[config.mk]
export PLATFORM = sky130hd
export DESIGN_NAME = clk_enable_gen
export DESIGN_NICKNAME = d
export VERILOG_FILES = /design/src/rtl/clk_enable_gen.sv
export SDC_FILE = /design/constraint.sdc
export NUM_CORES = 1
export LEC_CHECK = 0
export BUFFER_PORTS_ARGS = -buffer_cell sky130_fd_sc_hd__buf_2
export CAP_MARGIN = 10
export CORE_ASPECT_RATIO = 0.7
export CORE_MARGIN = 1
export CORE_UTILIZATION = 45
export CTS_CLUSTER_DIAMETER = 60
export CTS_CLUSTER_SIZE = 20
export DETAILED_ROUTE_END_ITERATION = 10
export GPL_TIMING_DRIVEN = 0
export PLACE_DENSITY = 0.61
export SYNTH_ARGS = -nofsm -noshare
export SYNTH_HDL_FRONTEND = slang
export SYNTH_SLANG_ARGS = --single-unit
export TNS_END_PERCENT = 20
[constraint.sdc]
create_clock -name clk -period 7.1 [get_ports clk]
set_input_delay 0 -clock clk [delete_from_list [all_inputs] [get_ports clk]]
set_output_delay 0 -clock clk [all_outputs]
set_load 0.01 [all_outputs]
[src/rtl/clk_enable_gen.sv]
// clk_enable_gen: CPU clock-enable strobe generator with run, single-step and burst modes
module clk_enable_gen #(
    parameter int DIV_W       = 25,
    parameter int SEL_W       = 4,
    parameter int STEP        = 2,
    parameter int BURST_W     = 8,
    parameter int CNT_W       = 16,
    parameter int SYNC_STAGES = 2
) (
    input  logic               clk,
    input  logic               reset_n,
    input  logic [1:0]         mode,
    input  logic [SEL_W-1:0]   rate_sel,
    input  logic [BURST_W-1:0] burst_len,
    input  logic               step_in,
    input  logic               hold,
    output logic               clk_en,
    output logic               busy,
    output logic [CNT_W-1:0]   pulse_count
);
    localparam logic [1:0] S_IDLE  = 2'd0;
    localparam logic [1:0] S_RUN   = 2'd1;
    localparam logic [1:0] S_BURST = 2'd2;
    localparam logic [1:0] M_RUN   = 2'b00;
    localparam logic [1:0] M_STEP  = 2'b01;
    localparam logic [1:0] M_BURST = 2'b10;

    logic [1:0]             r_state, w_state_nx;
    logic [DIV_W-1:0]       r_cnt, w_tc;
    logic [BURST_W-1:0]     r_rem;
    logic [SYNC_STAGES-1:0] r_sync;
    logic                   r_sync_d, r_step_edge;
    logic [31:0]            w_sh;
    logic                   w_wrap, w_count, w_pulse;
    logic                   r_clk_en, r_busy;
    logic [CNT_W-1:0]       r_pulse_count;

    assign clk_en      = r_clk_en;
    assign busy        = r_busy;
    assign pulse_count = r_pulse_count;

    // Terminal count 2^(rate_sel*STEP)-1, saturating at all-ones; >= makes rate shrinks pulse at once
    always_comb begin
        w_sh   = 32'(rate_sel) * 32'(STEP);
        w_tc   = (w_sh < 32'(DIV_W)) ? ~({DIV_W{1'b1}} << w_sh) : '1;
        w_wrap = r_cnt >= w_tc;
    end

    // Synchronise the button and register its rising edge as a one-cycle step request
    always_ff @(posedge clk or negedge reset_n) begin
        if (!reset_n) begin
            r_sync      <= '0;
            r_sync_d    <= 1'b0;
            r_step_edge <= 1'b0;
        end else begin
            r_sync      <= SYNC_STAGES'({r_sync, step_in});
            r_sync_d    <= r_sync[SYNC_STAGES-1];
            r_step_edge <= r_sync[SYNC_STAGES-1] & ~r_sync_d;
        end
    end

    // State register
    always_ff @(posedge clk or negedge reset_n) begin
        if (!reset_n) r_state <= S_IDLE;
        else          r_state <= w_state_nx;
    end

    // Next state; hold freezes the state, step requests seen during hold are lost
    always_comb begin
        w_state_nx = r_state;
        if (!hold)
            case (r_state)
                S_IDLE:  w_state_nx = (mode == M_RUN) ? S_RUN :
                                      (mode == M_BURST && r_step_edge && burst_len != '0) ? S_BURST : S_IDLE;
                S_RUN:   w_state_nx = (mode == M_RUN) ? S_RUN : S_IDLE;
                S_BURST: w_state_nx = (mode != M_BURST || (w_wrap && r_rem == BURST_W'(1))) ? S_IDLE : S_BURST;
                default: w_state_nx = S_IDLE;
            endcase
    end

    // Counting enable and next-cycle strobe; a mode change out of RUN/BURST never pulses
    always_comb begin
        w_count = !hold && ((r_state == S_RUN && mode == M_RUN) || (r_state == S_BURST && mode == M_BURST));
        w_pulse = (w_count && w_wrap) || (!hold && r_state == S_IDLE && mode == M_STEP && r_step_edge);
    end

    // Rate counter, burst remainder and registered outputs
    always_ff @(posedge clk or negedge reset_n) begin
        if (!reset_n) begin
            r_cnt         <= '0;
            r_rem         <= '0;
            r_clk_en      <= 1'b0;
            r_busy        <= 1'b0;
            r_pulse_count <= '0;
        end else begin
            r_clk_en      <= w_pulse;
            r_busy        <= w_state_nx == S_BURST;
            r_pulse_count <= r_pulse_count + CNT_W'(r_clk_en);
            if (!hold) begin
                r_cnt <= (w_count && !w_wrap) ? r_cnt + DIV_W'(1) : '0;
                r_rem <= (w_state_nx != S_BURST) ? '0 :
                         (r_state == S_BURST) ? r_rem - BURST_W'(w_pulse) : burst_len;
            end
        end
    end
endmodule

==> results of run 1 <==
## state kept, by name, indices dropped and copies added, names as in the netlist
name         count
r_cnt           25
pulse_count     16
r_state          2
r_rem            8
busy             1
r_sync           2
clk_en           1
r_sync_d         1
r_step_edge      1
## power by group through the flow
| stage | combinational [W] | clock (W) | sequential [W] |
|---|---|---|---|
| after floorplan | 0.0000393 | 0 | 0.000353 |
| after global placement | 0.0000718 | 0 | 0.000352 |
| after detailed placement | 0.0000750 | 0 | 0.000352 |
| after CTS | 0.0000775 | 0.000418 | 0.000347 |
| after global routing | 0.0000883 | 0.000439 | 0.000348 |
| final | 0.0000773 | 0.000411 | 0.000347 |
## cell usage after synthesis (all sizes together), types with 2 or more instances
master / n / area share (%)
dfrtp: 57 / 40
nand2: 50 / 5.3
ha: 30 / 10
nand4: 20 / 3.5
nor2: 20 / 2.1
nand3: 18 / 2.5
o21ai: 15 / 2.1
a21oi: 14 / 1.9
a22o: 12 / 2.9
inv: 12 / 1.2
xnor2: 12 / 2.9
clkbuf: 10 / 1.0
o311ai: 10 / 3.5
a31oi: 9 / 1.6
xor2: 9 / 2.2
and4: 7 / 1.7
buf: 7 / 1.7
and3: 6 / 1.0
mux2i: 6 / 1.7
nor4: 5 / 0.87
a31o: 4 / 0.97
and2: 4 / 0.69
nand2b: 4 / 0.69
nor3: 4 / 0.87
or2: 4 / 0.69
a211oi: 3 / 0.76
a21o: 3 / 0.62
nand3b: 3 / 0.62
nor3b: 2 / 0.42
or3: 2 / 0.35
## layer usage
metal | vias up | share of wire (%)
met2 | 80 | 42
li1 | 1507 | -
met3 | 8 | 5.3
met5 | - | 0
met4 | 0 | 0.60
met1 | 1510 | 52
## final timing paths
check / start / to / slack (ns) / cells after the start
max: r_cnt[3]$_DFFE_PN0N_ / r_rem[6]$_DFFE_PN0N_ / 3.41 / 15
min: burst_len[1] / r_rem[1]$_DFFE_PN0N_ / 0.03 / 4
max reg2reg: r_cnt[3]$_DFFE_PN0N_ / r_rem[6]$_DFFE_PN0N_ / 3.41 / 15
min reg2reg: r_sync[0]$_DFF_PN0_ / r_sync[1]$_DFF_PN0_ / 0.34 / 0
max in group asynchronous: reset_n / r_cnt[6]$_DFFE_PN0N_ / 6.28 / 3
min in group asynchronous: reset_n / r_cnt[21]$_DFFE_PN0N_ / 0.23 / 2
## worst min-delay path: cells and delay by family
family                 cells  cell delay, ns
AO/OA/AOI/OAI              2            0.19
buffers and inverters      1            0.09
AND/OR/NAND/NOR            1            0.04
## cells by family after synthesis
kind of cell / count (synthesis) / synth area share (%)
buffers and inverters: 29 / 3.95
multiplexers: 6 / 1.66
XOR/XNOR: 21 / 5.10
AO/OA/AOI/OAI: 82 / 17.1
AND/OR/NAND/NOR: 153 / 22.2
flip-flops: 57 / 39.5
adder cells (fa/ha/maj): 30 / 10.4
## stage by stage
step                hold slack (ns)  total power [W]
detailed placement           0.0480         0.000427
global route                 0.0461         0.000875
finish                       0.0349         0.000835
global placement              0.110         0.000424
CTS                          0.0198         0.000842
floorplan                    -0.296         0.000393
## what timing repair did
item                                    in CTS  in global routing
hold endpoints to repair                    28                  0
endpoints found under the setup margin       0                  0
hold buffers                                 4                  0
## area by class of cell
type                    count  area [um2]
plain buffers              17        97.6
clock buffers              11         233
clock inverters             4        45.0
fillers                   672        3280
inverters                  12        45.0
multi-input cells         292        2040
flip-flops and latches     57        1430
well taps                  98         123
repair buffers             38         225
==> results.json, run 1 <==
{
  "syn-cell-area_um2": 3610,
  "detailed_place_hpwl_um": 6360,
  "fin_area_um2": 4230,
  "grt_antenna_before_repair": 0,
  "tightestPinTransition_ns": 0.633,
  "drive_above_1_share_pct": 16.7,
  "row_count": 26,
  "final-max-slew-violation-count": 0,
  "layout.nets": 475,
  "use_met1_pct": 34.9,
  "fin_crit_sh_pct": 52.0,
  "critical_path_class": "reg2reg",
  "global_route.usage.met3_pct": 6.12,
  "stdcell_count": 529,
  "clk_pin_slew_ns": 0.05,
  "final.setup.worst_slack_ns": 3.41,
  "wl_per_cell_um": 16.1,
  "critPathCaptureType": "flip-flop",
  "critical_path.top_delay_family": "compound AO/OA/AOI/OAI gates",
  "tritoncts_buffers": 9,
  "fin_tns_setup_ns": 0,
  "hold_viol_final": 0,
  "rsz0062_at_grt": "no",
  "detail_route.vias_per_cell": 5.87,
  "ys_types": 54,
  "dp_cells": 510,
  "share_seq_of_total_power_pct": 41.5,
  "syn-num-nets": 426,
  "floorplan.die.width_um": 109,
  "finalCriticalPeriod_ns": 3.69,
  "postSynthCellCount": 378,
  "gr-total-overflow": 0,
  "p_clk_share_pct": 49.2,
  "power_leakage_nw": 1.95,
  "async_reset_ff_share_pct": 100,
  "commonest_non_fill_non_tap_cell_in_the_layout": "sky130_fd_sc_hd__dfrtp_1",
  "start_util_pct": 48.0,
  "cp.required_ns": 7.31,
  "timing.critical_path.cells": "ha_1, a21oi_1, a21boi_1, o311ai_0, a2111o_1, buf_2, a21oi_1, or2_2, ha_1, ha_1, nand2b_1, nor4_1, xnor2_1, o21ai_0, a22o_1",
  "finalCoreUtilization_pct": 56.3,
  "hold_path_class": "in2reg",
  "post-cts-setup-buffer-count": 0,
  "worst_path_max_delay_cell": "sky130_fd_sc_hd__o311ai_0",
  "grt_first_pass_wirelength_um": 14700,
  "pin_count": 36,
  "grt_busiest_layer": "met1",
  "num_antenna_cells": 0,
  "pre_antenna_drt_iters": 4,
  "cts.path.max_buffers": 2,
  "worst_skew_pair.late_latency_ns": 0.33,
  "worst_path_largest_cell_delay_ns": 0.46,
  "postRouteWirelength_um": 8510,
  "cts.htree.levels": 3,
  "synth.avg_cell_area_um2": 9.54,
  "finalWeightedCongestion": 0.789,
  "dp_slack_ns": 3.17,
  "synth_seq_area_share_pct": 39.5,
  "cts.sink_count": 57,
  "setup_violations": 0,
  "max_freq_mhz": 271,
  "int_pwr_w": 0.000635,
  "number_of_input_and_output_port_buffers_inserted": 33,
  "proportion_of_total_power_due_to_net_switching_pct": 23.9,
  "fp.dieArea_um2": 8380,
  "timing.critical_path.mode_cell": "sky130_fd_sc_hd__ha_1",
  "cts.root.buffer_cell": "sky130_fd_sc_hd__clkbuf_16",
  "mostFrequentLayoutCells": "sky130_fd_sc_hd__dfrtp_1 (57), sky130_fd_sc_hd__nand2_1 (49), sky130_fd_sc_hd__buf_2 (36)",
  "clock_skew_ns": 0.00678,
  "ys_ff_latch": 57,
  "area_growth_syn_to_layout_pct": 17.3,
  "dr.first_iter.drc_count": 173,
  "outcome": "completed",
  "core_area_um2": 7510,
  "arrival_ns": 3.90,
  "global_route.usage.met2_pct": 31.7,
  "vdd_drop_max_mv": 0.172,
  "worstPathMaxFanout": 10,
  "critPathLaunchType": "flip-flop",
  "synth_ff_type": "sky130_fd_sc_hd__dfrtp_1",
  "number_of_enable_type_register_cells_in_the_synthesized_netlist": 0,
  "via_count_of_the_first_global_routing_pass": 2893,
  "chipHeight_um": 76.9,
  "slew-limit-headroom_pct": 57.8,
  "postRouteAntennaNets": 0,
  "vias": 3105,
  "p_sw_w": 0.000200,
  "yosys_warnings": 0,
  "clock_tree_from_tritoncts": "done",
  "comb_power_share_pct": 9.3,
  "grt_start_max_net_pins": 32,
  "path_buf_inv": 1,
  "detailed_place.area_um2": 3920,
  "cts_resized": 0,
  "detail_route.drc_violations": 0,
  "power_per_standard_cell_area_nw_per_um2": 197,
  "count_of_max_cap_constraint_violations": 0,
  "track_usage_pct": 22.8
}
Note: power is estimated with default switching activity, not from simulation.
==> run 2, diff against run 1 <==
==> constraint.sdc (replaced) <==
create_clock -name clk -period 3.7 [get_ports clk]
set_input_delay 0 -clock clk [delete_from_list [all_inputs] [get_ports clk]]
set_output_delay 0 -clock clk [all_outputs]
set_load 0.01 [all_outputs]
==> results.json, run 2 (synthesis gave the netlist of run 1 again) <==
{
  "power_leakage_nw": 1.97,
  "postRouteAntennaNets": 0,
  "chipHeight_um": 76.9,
  "floorplan.die.width_um": 109,
  "worst_path_largest_cell_delay_ns": 0.52,
  "track_usage_pct": 22.8,
  "tightestPinTransition_ns": 0.624,
  "grt_first_pass_wirelength_um": 14700,
  "gr-total-overflow": 0,
  "tritoncts_buffers": 9,
  "detail_route.vias_per_cell": 5.80,
  "pin_count": 36,
  "hold_path_class": "in2reg",
  "cts.path.max_buffers": 2,
  "worst_reg2reg_path_length_in_cells": 14,
  "worst_path_max_delay_cell": "sky130_fd_sc_hd__a2111o_1",
  "finalCriticalPeriod_ns": 3.44,
  "dr.first_iter.drc_count": 163,
  "worst_r2r_endpoint": "r_rem[6]$_DFFE_PN0N_",
  "power_per_standard_cell_area_nw_per_um2": 375,
  "grt_antenna_before_repair": 0,
  "clock_tree_from_tritoncts": "done",
  "clock_skew_ns": 0.00700,
  "finalWeightedCongestion": 0.789,
  "timing.critical_path.mode_cell": "sky130_fd_sc_hd__ha_1",
  "timing.critical_path.cells": "ha_1, and4_1, o311ai_2, a2111o_1, buf_4, a21oi_1, or2_2, ha_1, ha_1, nand2b_1, nor4_2, xnor2_1, o21ai_0, a22o_1",
  "max_freq_mhz": 291,
  "final-max-slew-violation-count": 0,
  "cts.sink_count": 57,
  "critPathLaunchType": "flip-flop",
  "critPathCaptureType": "flip-flop",
  "postRouteWirelength_um": 8540,
  "startpoint": "r_cnt[12]$_DFFE_PN0N_",
  "mostFrequentLayoutCells": "sky130_fd_sc_hd__dfrtp_1 (57), sky130_fd_sc_hd__nand2_1 (49), sky130_fd_sc_hd__buf_2 (35)",
  "detailed_place_hpwl_um": 6360,
  "startpoint_of_the_lowest_slack_register_to_register_path": "r_cnt[12]$_DFFE_PN0N_",
  "drive_above_1_share_pct": 18.2,
  "num_antenna_cells": 0,
  "setup_violations": 0,
  "flip_flop_count_of_the_largest_register_all_copies_and_words_added": 25,
  "outcome": "completed",
  "row_count": 26,
  "p_total_w": 0.00160,
  "grt_start_max_net_pins": 32,
  "count_of_max_cap_constraint_violations": 0,
  "commonest_non_fill_non_tap_cell_in_the_layout": "sky130_fd_sc_hd__dfrtp_1",
  "layout.nets": 478,
  "via_count_of_the_first_global_routing_pass": 2893,
  "cp.required_ns": 3.91,
  "clk_pin_slew_ns": 0.05,
  "worst_skew_pair.late_latency_ns": 0.33,
  "start_util_pct": 48.0,
  "hold_viol_final": 0,
  "hold_slack_ns": 0.0319,
  "cts.htree.levels": 3,
  "vdd_drop_max_mv": 0.331,
  "core_area_um2": 7510,
  "wl_per_cell_um": 16.1,
  "number_of_input_and_output_port_buffers_inserted": 33,
  "cts.root.buffer_cell": "sky130_fd_sc_hd__clkbuf_16",
  "area_growth_syn_to_layout_pct": 18.7,
  "detail_route.drc_violations": 0,
  "vias": 3084,
  "arrival_ns": 3.65,
  "critical_path_class": "reg2reg",
  "ff2ff_setup_slack_ns": 0.26,
  "slew-limit-headroom_pct": 58.4,
  "worstPathMaxFanout": 10,
  "capture_point_of_the_critical_path": "r_rem[6]$_DFFE_PN0N_",
  "fin_crit_sh_pct": 93.0,
  "registers.top_by_ff_count": "r_cnt",
  "fp.dieArea_um2": 8380,
  "pre_antenna_drt_iters": 4
}
run 2: cell count changes in the layout (fill, tap and decap cells not counted), sizes merged:
| cell | previous run | this run |
|---|---|---|
| buf | 41 | 44 |
run 2: through the flow:
step | setup slack, ns | setup TNS, ns | utilization, % | instance area (um2) | cells
after floorplan | 0.578 | 0 | - | 3610 | 378
after global placement | -0.168 | -0.525 | 51.8 | 3890 | 509
after detailed placement | -0.230 | -0.765 | 52.1 | 3920 | 510
after CTS | 0.127 | 0 | 56.3 | 4230 | 529
after global routing | -0.00183 | -0.00183 | 57.0 | 4280 | 532
final | 0.258 | 0 | 57.0 | 4280 | 532
run 2: metal layers:
layer  vias up  track usage, %  routed length (um)
met2        57            31.7                3610
met4         0            4.46                  51
met3         7            6.12                 391
li1       1513               -                   -
met5         -               0                   0
met1      1507            34.9                4490
run 2: repair_timing:
action                                  CTS  global route
hold buffers                              4             0
endpoints found under the setup margin    1             6
hold endpoints to repair                 28             0
resized for setup                         1             6
setup buffers                             0             3
pin swaps                                 0             1
run 2: area by class of cell:
cell class,count,area (um2)
clock inverter,4,45.0
timing repair buffer,41,248
sequential,57,1430
multi-input combinational,292,2060
buffer,17,100
clock buffer,11,233
inverter,12,45.0
fill,671,3230
tap,98,123
run 2: how the worst min path moves through the flow:
stage / startpoint / endpoint / slack, ns / depth (start not counted)
floorplan: reset_n / busy$_DFF_PN0_ / -0.30 / 0
global placement: step_in / r_sync[0]$_DFF_PN0_ / 0.11 / 1
detailed placement: reset_n / r_cnt[21]$_DFFE_PN0N_ / 0.05 / 1
CTS: burst_len[0] / r_rem[0]$_DFFE_PN0N_ / 0.02 / 4
global route: burst_len[0] / r_rem[0]$_DFFE_PN0N_ / 0.05 / 4
finish: burst_len[0] / r_rem[0]$_DFFE_PN0N_ / 0.03 / 4
run 2: where the power goes:
group | total, W | internal (W) | leakage, nW | switching, W
logic | 0.000148 | 0.0000601 | 1.05 | 0.0000882
registers | 0.000666 | 0.000646 | 0.783 | 0.0000199
clock network | 0.000791 | 0.000513 | 0.139 | 0.000278
run 2: critical path, delay by kind of cell, from the launching register on:
kind                       cells  cell delay [ns]
AOI/OAI and AO/OA              5             1.13
xor gates and xnor gates       1             0.15
adders and majority gates      3             0.67
buffers and inverters          1             0.21
DFF                            1             0.44
and+or+nand+nor                4             0.73
==> run 3, diff against run 2 <==
--- a/config.mk
+++ b/config.mk
@@ -13,8 +13,8 @@
 export CTS_CLUSTER_DIAMETER = 60
 export CTS_CLUSTER_SIZE = 20
 export DETAILED_ROUTE_END_ITERATION = 10
-export GPL_TIMING_DRIVEN = 0
 export PLACE_DENSITY = 0.61
+export SETUP_SLACK_MARGIN = 0.15
 export SYNTH_ARGS = -nofsm -noshare
 export SYNTH_HDL_FRONTEND = slang
 export SYNTH_SLANG_ARGS = --single-unit
==> results.json, run 3 (synthesis gave the netlist of run 1 again) <==
{
  "arrival_ns": 3.38,
  "cp.required_ns": 3.91,
  "row_count": 26,
  "hold_path_class": "in2reg",
  "chipHeight_um": 76.9,
  "clock_tree_from_tritoncts": "done",
  "count_of_max_cap_constraint_violations": 0,
  "area_growth_syn_to_layout_pct": 15.8,
  "tritoncts_buffers": 9,
  "drive_above_1_share_pct": 16.9,
  "via_count_of_the_first_global_routing_pass": 2886,
  "cts_resized": 0,
  "worst_skew_pair.late_latency_ns": 0.33,
  "detail_route.drc_violations": 0,
  "final.setup.worst_slack_ns": 0.536,
  "cts.path.max_buffers": 2,
  "pin_count": 36,
  "layout.nets": 462,
  "power_leakage_nw": 1.92,
  "vias": 3013,
  "outcome": "completed",
  "commonest_non_fill_non_tap_cell_in_the_layout": "sky130_fd_sc_hd__dfrtp_1",
  "cts.htree.levels": 3,
  "fp.dieArea_um2": 8380,
  "rsz0062_at_grt": "no",
  "ff2ff_setup_slack_ns": 0.54,
  "track_usage_pct": 22.1,
  "start_util_pct": 48.0,
  "final.fill_count": 684,
  "number_of_input_and_output_port_buffers_inserted": 35,
  "floorplan.die.width_um": 109,
  "critical_path_class": "reg2reg",
  "max_freq_mhz": 316,
  "hold_viol_final": 0,
  "gr-total-overflow": 0,
  "cts.root.buffer_cell": "sky130_fd_sc_hd__clkbuf_16",
  "fin_tns_setup_ns": 0,
  "power_per_standard_cell_area_nw_per_um2": 394,
  "postRouteAntennaNets": 0,
  "finalCriticalPeriod_ns": 3.16,
  "num_antenna_cells": 0,
  "flip_flop_count_of_the_largest_register_all_copies_and_words_added": 25,
  "dp_cells": 497,
  "critPathLaunchType": "flip-flop",
  "final-max-slew-violation-count": 0,
  "clock_skew_ns": 0.0118,
  "dp_slack_ns": 0.536,
  "slew-limit-headroom_pct": 48.7,
  "critPathCaptureType": "flip-flop",
  "dr.first_iter.drc_count": 175,
  "fin_crit_sh_pct": 85.5,
  "grt_first_pass_wirelength_um": 14200,
  "worstPathMaxFanout": 6,
  "detailed_place_hpwl_um": 5850,
  "grt_antenna_before_repair": 0,
  "pre_antenna_drt_iters": 4,
  "grt_start_max_net_pins": 58,
  "tightestPinTransition_ns": 0.769,
  "stdcell_count": 517,
  "mostFrequentLayoutCells": "sky130_fd_sc_hd__dfrtp_1 (57), sky130_fd_sc_hd__nand2_1 (49), sky130_fd_sc_hd__buf_2 (35)",
  "detail_route.vias_per_cell": 5.83,
  "clk_pin_slew_ns": 0.06,
  "hold_buffers": 4,
  "setup_violations": 0,
  "wl_per_cell_um": 16.1,
  "cts.sink_count": 57,
  "post-cts-setup-buffer-count": 0,
  "core_area_um2": 7510,
  "postRouteWirelength_um": 8300,
  "vdd_drop_max_mv": 0.241,
  "finalWeightedCongestion": 0.844,
  "registers.top_by_ff_count": "r_cnt"
}
==> run 3: layer usage <==
metal / vias to the layer above / wire length, um / global-route usage (%)
met2: 59 / 3470 / 30.4
li1: 1496 / - / -
met1: 1449 / 4280 / 33.1
met3: 9 / 461 / 6.46
met4: 0 / 89 / 6.49
met5: - / 0 / 0
==> run 3: power by group <==
part           internal, W  switching, W  leakage [nW]
clock network     0.000557      0.000286         0.149
registers         0.000645     0.0000197         0.783
logic            0.0000545     0.0000835         0.992
==> run 3: final cells by class <==
class	instances	area (um2)	share of cell area [%]
multi-input combinational	292	2040	48.8
sequential	57	1430	34.1
clock buffer	12	256	6.14
timing repair buffer	42	238	5.69
tap	98	123	2.94
clock inverter	4	51.3	1.23
inverter	12	45.0	1.08
==> run 3: final timing paths <==
check / start / endpoint / depth (start not counted)
worst max-delay path: r_cnt[11]$_DFFE_PN0N_ / r_rem[5]$_DFFE_PN0N_ / 12
worst min-delay path: burst_len[6] / r_rem[6]$_DFFE_PN0N_ / 4
worst max register to register: r_cnt[11]$_DFFE_PN0N_ / r_rem[5]$_DFFE_PN0N_ / 12
worst min register to register: r_sync[0]$_DFF_PN0_ / r_sync[1]$_DFF_PN0_ / 0
max in group asynchronous: reset_n / r_cnt[0]$_DFFE_PN0N_ / 3
min in group asynchronous: reset_n / r_cnt[13]$_DFFE_PN0N_ / 3
==> run 3: worst max-delay path, stage by stage, from the launching register on <==
cell	delay, ns
sky130_fd_sc_hd__dfrtp_1	0.45
sky130_fd_sc_hd__ha_1	0.35
sky130_fd_sc_hd__and4_1	0.23
sky130_fd_sc_hd__o311ai_0	0.14
sky130_fd_sc_hd__a2111o_1	0.42
sky130_fd_sc_hd__a21oi_1	0.16
sky130_fd_sc_hd__or2_2	0.14
sky130_fd_sc_hd__ha_1	0.16
sky130_fd_sc_hd__nor3b_1	0.37
sky130_fd_sc_hd__nand2_1	0.13
sky130_fd_sc_hd__xor2_1	0.15
sky130_fd_sc_hd__o21ai_0	0.11
sky130_fd_sc_hd__a22o_1	0.23
==> run 3: per-stage QoR <==
stage	power [W]	util (%)	area (um2)	hold WS, ns
2_1_floorplan	0.000753	-	3610	-0.296
3_3_place_gp	0.000808	51.0	3830	0.110
3_5_place_dp	0.000810	51.0	3830	0.110
4_1_cts	0.00167	55.6	4180	0.00587
5_1_grt	0.00173	55.6	4180	0.0513
6_report	0.00165	55.6	4180	0.0162
